File: config.mk
export PLATFORM = sky130hd
export DESIGN_NAME = ptw_mem_bridge
export DESIGN_NICKNAME = d
export VERILOG_FILES = /design/src/rtl/mmu_pkg.sv /design/src/rtl/ptw_mem_bridge.sv
export SDC_FILE = /design/constraint.sdc
export NUM_CORES = 1
export LEC_CHECK = 0
export CORE_MARGIN = 4
export CORE_UTILIZATION = 37
export DETAILED_ROUTE_END_ITERATION = 16
export GPL_TIMING_DRIVEN = 1
export PLACE_DENSITY = 0.82
export SETUP_SLACK_MARGIN = 0.02
export SYNTH_ARGS = -nofsm -noshare
export SYNTH_HDL_FRONTEND = slang
export SYNTH_SLANG_ARGS = --single-unit
File: constraint.sdc
create_clock -name clk_i -period 2 [get_ports clk_i]
set_clock_uncertainty 0.1 [all_clocks]
set_input_delay 0.2 -clock clk_i [delete_from_list [all_inputs] [get_ports clk_i]]
set_output_delay 0.2 -clock clk_i [all_outputs]
set_load 0.05 [all_outputs]
File: src/rtl/mmu_pkg.sv
// Shared MMU types and constants for the page-table walker and its
// data-memory side.
package mmu_pkg;

  localparam int SIZE_VADDR = 39;

  localparam logic [4:0] M_XRD = 5'b00000;
  localparam logic [3:0] MT_D  = 4'b0011;

  typedef struct packed {
    logic                valid;
    logic                phys;
    logic [4:0]          cmd;
    logic [3:0]          typ;
    logic [SIZE_VADDR:0] addr;
    logic                kill;
    logic [63:0]         data;
  } ptw_dmem_req_t;

  typedef struct packed {
    ptw_dmem_req_t req;
  } ptw_dmem_comm_t;

  typedef struct packed {
    logic        valid;
    logic        nack;
    logic [63:0] data;
  } dmem_ptw_resp_t;

  typedef struct packed {
    logic           dmem_ready;
    dmem_ptw_resp_t resp;
  } dmem_ptw_comm_t;

  // Only aligned, physical, doubleword reads can be served by the walker path.
  function automatic logic ptw_read_legal(input logic                phys,
                                          input logic [4:0]          cmd,
                                          input logic [3:0]          typ,
                                          input logic [SIZE_VADDR:0] addr);
    return (cmd == M_XRD) && (typ == MT_D) && (addr[2:0] == 3'b000) && phys;
  endfunction

endpackage

File: src/rtl/ptw_mem_bridge.sv
// Single-beat read-only bridge from the page-table walker onto a
// req/gnt/rvalid memory port, with error, kill and timeout handling.
module ptw_mem_bridge
  import mmu_pkg::*;
#(
  parameter int TIMEOUT_CYCLES = 255
) (
  input  logic                clk_i,
  input  logic                rstn_i,
  input  ptw_dmem_comm_t      ptw_dmem_comm_i,
  output dmem_ptw_comm_t      dmem_ptw_comm_o,
  output logic                mem_req_o,
  output logic [SIZE_VADDR:0] mem_addr_o,
  input  logic                mem_gnt_i,
  input  logic                mem_rvalid_i,
  input  logic [63:0]         mem_rdata_i,
  input  logic                mem_err_i
);

  localparam int               CNT_W    = $clog2(TIMEOUT_CYCLES + 1);
  localparam logic [CNT_W-1:0] CNT_LAST = CNT_W'(TIMEOUT_CYCLES - 1);
  localparam logic [CNT_W-1:0] CNT_MAX  = CNT_W'(TIMEOUT_CYCLES);

  typedef enum logic [2:0] {
    IDLE  = 3'd0,
    ISSUE = 3'd1,
    WAIT  = 3'd2,
    RESP  = 3'd3,
    NACK  = 3'd4,
    DRAIN = 3'd5
  } state_e;

  state_e              state_r, state_s;
  logic [CNT_W-1:0]    cnt_r, cnt_s;
  logic [SIZE_VADDR:0] addr_r, addr_s;
  logic [63:0]         data_r, data_s;
  logic                tmo_s;
  logic                ready_r, valid_r, nack_r, mem_req_r;
  logic                kill_s;
  logic                unused_s;

  assign kill_s   = ptw_dmem_comm_i.req.kill;
  assign unused_s = ^ptw_dmem_comm_i.req.data;

  // Next-state and next-register values; outputs are decoded from the next state.
  always_comb begin
    state_s = state_r;
    cnt_s   = cnt_r;
    addr_s  = addr_r;
    data_s  = data_r;
    tmo_s   = 1'b0;
    case (state_r)
      IDLE: begin
        if (ptw_dmem_comm_i.req.valid && ready_r) begin
          addr_s = ptw_dmem_comm_i.req.addr;
          if (ptw_read_legal(ptw_dmem_comm_i.req.phys, ptw_dmem_comm_i.req.cmd,
                             ptw_dmem_comm_i.req.typ, ptw_dmem_comm_i.req.addr)) begin
            state_s = ISSUE;
          end else begin
            state_s = NACK;
          end
        end else begin
          state_s = IDLE;
        end
      end
      ISSUE: begin
        // A kill racing the grant leaves a read in flight that must be drained.
        if (kill_s) begin
          state_s = mem_gnt_i ? DRAIN : IDLE;
        end else if (mem_gnt_i) begin
          state_s = WAIT;
          cnt_s   = '0;
        end else begin
          state_s = ISSUE;
        end
      end
      WAIT: begin
        if (mem_rvalid_i) begin
          if (kill_s) begin
            state_s = IDLE;
          end else if (mem_err_i) begin
            state_s = NACK;
          end else begin
            state_s = RESP;
            data_s  = mem_rdata_i;
          end
        end else if (kill_s) begin
          state_s = DRAIN;
        end else if (cnt_r == CNT_LAST) begin
          state_s = DRAIN;
          tmo_s   = 1'b1;
        end else begin
          state_s = WAIT;
          cnt_s   = (cnt_r != CNT_MAX) ? cnt_r + CNT_W'(1) : cnt_r;
        end
      end
      RESP:    state_s = IDLE;
      NACK:    state_s = IDLE;
      DRAIN: begin
        if (mem_rvalid_i) begin
          state_s = IDLE;
        end else begin
          state_s = DRAIN;
        end
      end
      default: state_s = IDLE;
    endcase
  end

  // State and registered outputs.
  always_ff @(posedge clk_i or negedge rstn_i) begin
    if (!rstn_i) begin
      state_r   <= IDLE;
      cnt_r     <= '0;
      addr_r    <= '0;
      data_r    <= '0;
      ready_r   <= 1'b0;
      valid_r   <= 1'b0;
      nack_r    <= 1'b0;
      mem_req_r <= 1'b0;
    end else begin
      state_r   <= state_s;
      cnt_r     <= cnt_s;
      addr_r    <= addr_s;
      data_r    <= data_s;
      ready_r   <= (state_s == IDLE);
      valid_r   <= (state_s == RESP);
      nack_r    <= (state_s == NACK) || tmo_s;
      mem_req_r <= (state_s == ISSUE);
    end
  end

  assign dmem_ptw_comm_o.dmem_ready = ready_r;
  assign dmem_ptw_comm_o.resp.valid = valid_r;
  assign dmem_ptw_comm_o.resp.nack  = nack_r;
  assign dmem_ptw_comm_o.resp.data  = data_r;
  assign mem_req_o                  = mem_req_r;
  assign mem_addr_o                 = addr_r;

endmodule

Word-level counts from Yosys, hierarchy flattened
Cells that the tools add are included.
W data, S select, Z words.
Operators by class
  $add $sub $neg: 1
  equality and inequality tests: 15
  multiplexer cells: 23
  bitwise gates (word level): 2
  reduce and logical (&&, ||, !) cells: 13
Operators with widths (number)
  $mux W8: 6
  $mux W3: 10
  $pmux W8 S2: 1
  $ne A2 B2 Y1 const B: 6
  $pmux W3 S4: 1
  $logic_not A3 Y1: 3
  $add A8 B1 Y8 const B: 1
  $eq A8 B8 Y1 const B: 1
  $ne A8 B8 Y1 const B: 1
  $reduce_and A7 Y1: 1
  $eq A3 B1 Y1 const B: 2
  $eq A3 B2 Y1 const B: 2
  $eq A3 B3 Y1 const B: 2
  $logic_not A5 Y1: 1
  $eq A4 B2 Y1 const B: 1
  $logic_and A1 B1 Y1: 4
  $mux W1: 4
  $reduce_and A4 Y1: 1
  $mux W2: 1
  $not A1 Y1: 2
  $reduce_and A2 Y1: 1
  $reduce_bool A2 Y1: 1
  $logic_or A1 B1 Y1: 1
Word-level totals
  register bits after elaboration: 119
  bits of input ports: 185
  output and inout bits: 108
  logic and storage cells: 62

Longest topological paths before layout
  depth after elaboration: 9
  depth in mapped cells: 8
  depth with buffers taken out: 8

Least setup slack after synthesis
No wires, ideal clock.
  path type: reg2reg
  from: register state_r[0]
  to: register data_r[10]
  setup time: 0.128 ns
  arrival time: 1.538 ns
  required time: 1.772 ns
  slack: 0.235 ns
  cell stages (with the launch flop): 7
  path buffers: 2
  clock period less this slack: 1.765 ns
  path through: dfrtp_1 -> nand2b_1 -> nor2_1 -> nand2_1 -> buf_2 -> buf_2 -> mux2_1
Between the ends
  longest elaborated chain between the ends: 2
RTL lines
  start, declared: line ptw_mem_bridge.sv:33  | state_e state_r, state_s;
  start signal, assigned: line ptw_mem_bridge.sv:122  | state_r <= state_s;
  $eq A3 B2 Y1: line ptw_mem_bridge.sv:52  | case (state_r)
  $reduce_and A4 Y1 (no line)
  end signal, assigned: line ptw_mem_bridge.sv:125  | data_r <= data_s;
  end, declared: line ptw_mem_bridge.sv:36  | logic [63:0] data_r, data_s;
No other way between the ends.
A chain may end at the register's enable or synchronous reset.

Worst setup path in the final report
  from: register addr_r[1], in the netlist mem_addr_o[1]
  to: output mem_addr_o[1]
RTL lines
  start, declared: line ptw_mem_bridge.sv:35  | logic [SIZE_VADDR:0] addr_r, addr_s;
  start signal, assigned: line ptw_mem_bridge.sv:124  | addr_r <= addr_s;
  end, declared: line ptw_mem_bridge.sv:13  | output logic [SIZE_VADDR:0] mem_addr_o,
No word-level cell between the ends.

==> flow_metrics.tcl <==
set metrics [dict create \
    outcome "complete, no violations" \
    clockBufferDepth 2 \
    synth_edf_count 0 \
    synth_top_area_share_pct 61.9 \
    gr-total-overflow 0 \
    drc 0 \
    die_h_um 122 \
    diodes 0 \
    grt_pass1_vias 3856 \
    timing_worst_setup_path_type "register to output port" \
    yosysWarnings 0 \
    postCtsSetupBuffers 0 \
    crit_path_cell_trace "clkdlybuf4s50_1" \
    die_w_um 122 \
    fin_util_pct 63.5 \
    worst-slew-pin-transition_ps 547 \
    final.min_clock_period_ps 1910 \
    routabilityCongestion 0.748 \
    crit_required_ps 1700 \
    grt_max_degree 79 \
    synthArstFlopShare_pct 100 \
    grt_pass1_wl_um 19800 \
    p_leak_nw 3.59 \
    syn_nets 512 \
    antenna_found_initial 0 \
    clock_latency_ps 400 \
    yosysUniqueCellTypes 33 \
    vias 3540 \
    ys_ff_latch 119 \
    finalMaxSlewViolations 0 \
    cpPeakStageDelay_ps 830 \
    finalSetupViolCount 0 \
    max_slew_margin_pct 63.4 \
    synth_area_sq_um 4810 \
    crit_family "buffers and inverters" \
    power_mw 8.02 \
    drt_pre_antenna_iters 4 \
    io_buffer_count 228 \
    clock-root-buffer "clkbuf_16" \
    period_share_pct 95.7 \
    core_sq_um 12700 \
    ys.flop_type "dfrtp_1" \
    yosysSeqAreaShare_pct 61.9 \
    wl_um 12600 \
    ant_nets 0 \
    yosys.area.top_type "dfrtp_1" \
    end_kind "output port" \
    cts.sinks 119 \
    cts.clk_slew.worst_paths_ps 60 \
    rsz0062_at_grt "yes" \
    hold_viol 0 \
    dpl.hpwl_um 9430 \
    syn_avg_cell_area_sq_um 14.9 \
    start_kind "register" \
    nets 759 \
    dr.first_iter.drc_count 195 \
    area_growth_pct 67.3 \
    dieArea_sq_um 14900 \
    synth_cells 323 \
    wire_per_inst_um 16.7 \
    tritoncts "done" \
    drv_cap 0 \
    critPathBufInv 1 \
    ys_top_cells_by_area "dfrtp_1, mux2_2, mux2_1, nor2_1, buf_2" \
    max_freq_mhz 522 \
    power_per_cell_area_nw_per_um2 997 \
    cpMaxStageDelayCell "clkdlybuf4s50_1" \
    cp_max_fo 2 \
    cts_buffers 17 \
    vias_per_cell 4.69 \
    boundaryPins 293 \
    arrival_ps 1610 \
    ir_worst_vdd_mv 0.583 \
    min_path_type "input port to asynchronous set/reset pin" \
    h-tree-depth 4 \
    initial_utilization_pct 37.9 \
    track_usage_pct 17.3 \
    drive_gt1_share_pct 19.2 \
    placementRows 41 \
]
-- per-stage QoR --
step                cells  cell area, sq um  hold slack, ps  worst slack (ps)  TNS, ps
finish                755              8040             231              85.2        0
global route          755              8040             237              8.35        0
CTS                   755              8010             230              66.7        0
detailed placement    722              7380            98.8              -135     -349
global placement      722              7380            92.5             -59.3     -108
floorplan             323              4810            -196               235        0
-- synth_stat cells, drive strengths merged (4+ instances only) --
cell type / count
a2111oi: 5
buf: 15
dfrtp: 119
ha: 4
inv: 7
mux2: 105
nand2: 5
nand3: 6
nor2: 15
nor2b: 5
nor3: 4
o21ai: 4
o31ai: 4
xnor2: 6
-- layer usage --
| metal | global-route usage, % | vias to the layer above | part of all wire [%] |
|---|---|---|---|
| met1 | 19.5 | 1710 | 39 |
| met3 | 7.94 | 16 | 11 |
| met5 | 0 | - | 0 |
| li1 | - | 1647 | - |
| met4 | 6.44 | 0 | 1.6 |
| met2 | 28.7 | 167 | 48 |
-- path summary, 6_finish.rpt --
| check | startpoint | end | slack, ps | cells after the start |
|---|---|---|---|---|
| worst min register to register | data_r[17] | data_r[17] | 390 | 1 |
| max in group asynchronous | rstn_i | mem_addr_o[34] | 1160 | 3 |
| worst max-delay path | mem_addr_o[1] | mem_addr_o[1] | 90 | 1 |
| worst min-delay path | rstn_i | data_r[52] | 230 | 3 |
| worst max register to register | state_r[0] | data_r[40] | 110 | 5 |
| min in group clk_i | mem_rdata_i[32] | data_r[32] | 280 | 2 |
-- logic make-up (layout without fill, tap and decap cells) --
logic type               Yosys count  in the layout  synth area share (%)
flip-flops                       119            119                  61.9
multiplexers                     105            105                  24.6
AO/OA/AOI/OAI                     17             17                  3.46
buffers and inverters             23            283                  2.39
adder cells (fa/ha/maj)            4              4                  1.04
AND/OR/NAND/NOR                   49             49                  5.47
XOR/XNOR                           6              6                  1.09
-- flip-flops by register name, summed over array words and instances (netlist names) --
register    flops
ready_r         1
mem_req_o       1
nack_r          1
data_r         64
state_r         3
mem_addr_o     40
valid_r         1
cnt_r           8
-- power breakdown --
part           total [mW]  internal, mW  leakage [nW]  switching [mW]
combinational        2.02         0.826          1.74            1.20
clock                3.19          2.12         0.298            1.07
sequential           2.80          2.66          1.55           0.140
total                8.02          5.61          3.59            2.41
-- layout by cell type, fill, tap and decap left out, types with 2 or more instances in the layout --
cell type	n
xnor2_1	6
mux2_1	51
dfrtp_1	119
buf_12	4
and3_1	3
nand4_1	2
clkinvlp_4	2
buf_4	12
bufinv_16	4
clkinv_2	2
inv_1	7
inv_6	2
o31ai_1	2
nor2b_1	4
mux2_2	54
o21ai_0	3
clkdlybuf4s50_1	227
a2111oi_2	3
nor2_1	14
nor3_1	3
nand2b_1	3
ha_1	4
nand2_1	4
clkbuf_16	17
a2111oi_1	2
clkbuf_1	3
nand3_1	6
-- cell type report --
cell class	instances	area (sq um)
clock inverters	11	171
multi-input cells	181	1750
clock buffers	21	450
well taps	172	215
repair buffers	244	2450
flip-flops and latches	119	2980
fillers	957	4630
inverters	7	26.3
-- what timing repair did --
item	CTS	global route
setup endpoints to repair	0	3
hold buffers	1	0
gates resized for setup	0	6
hold endpoints to repair	119	0
No activity file was read; power rests on OpenSTA's default activity.
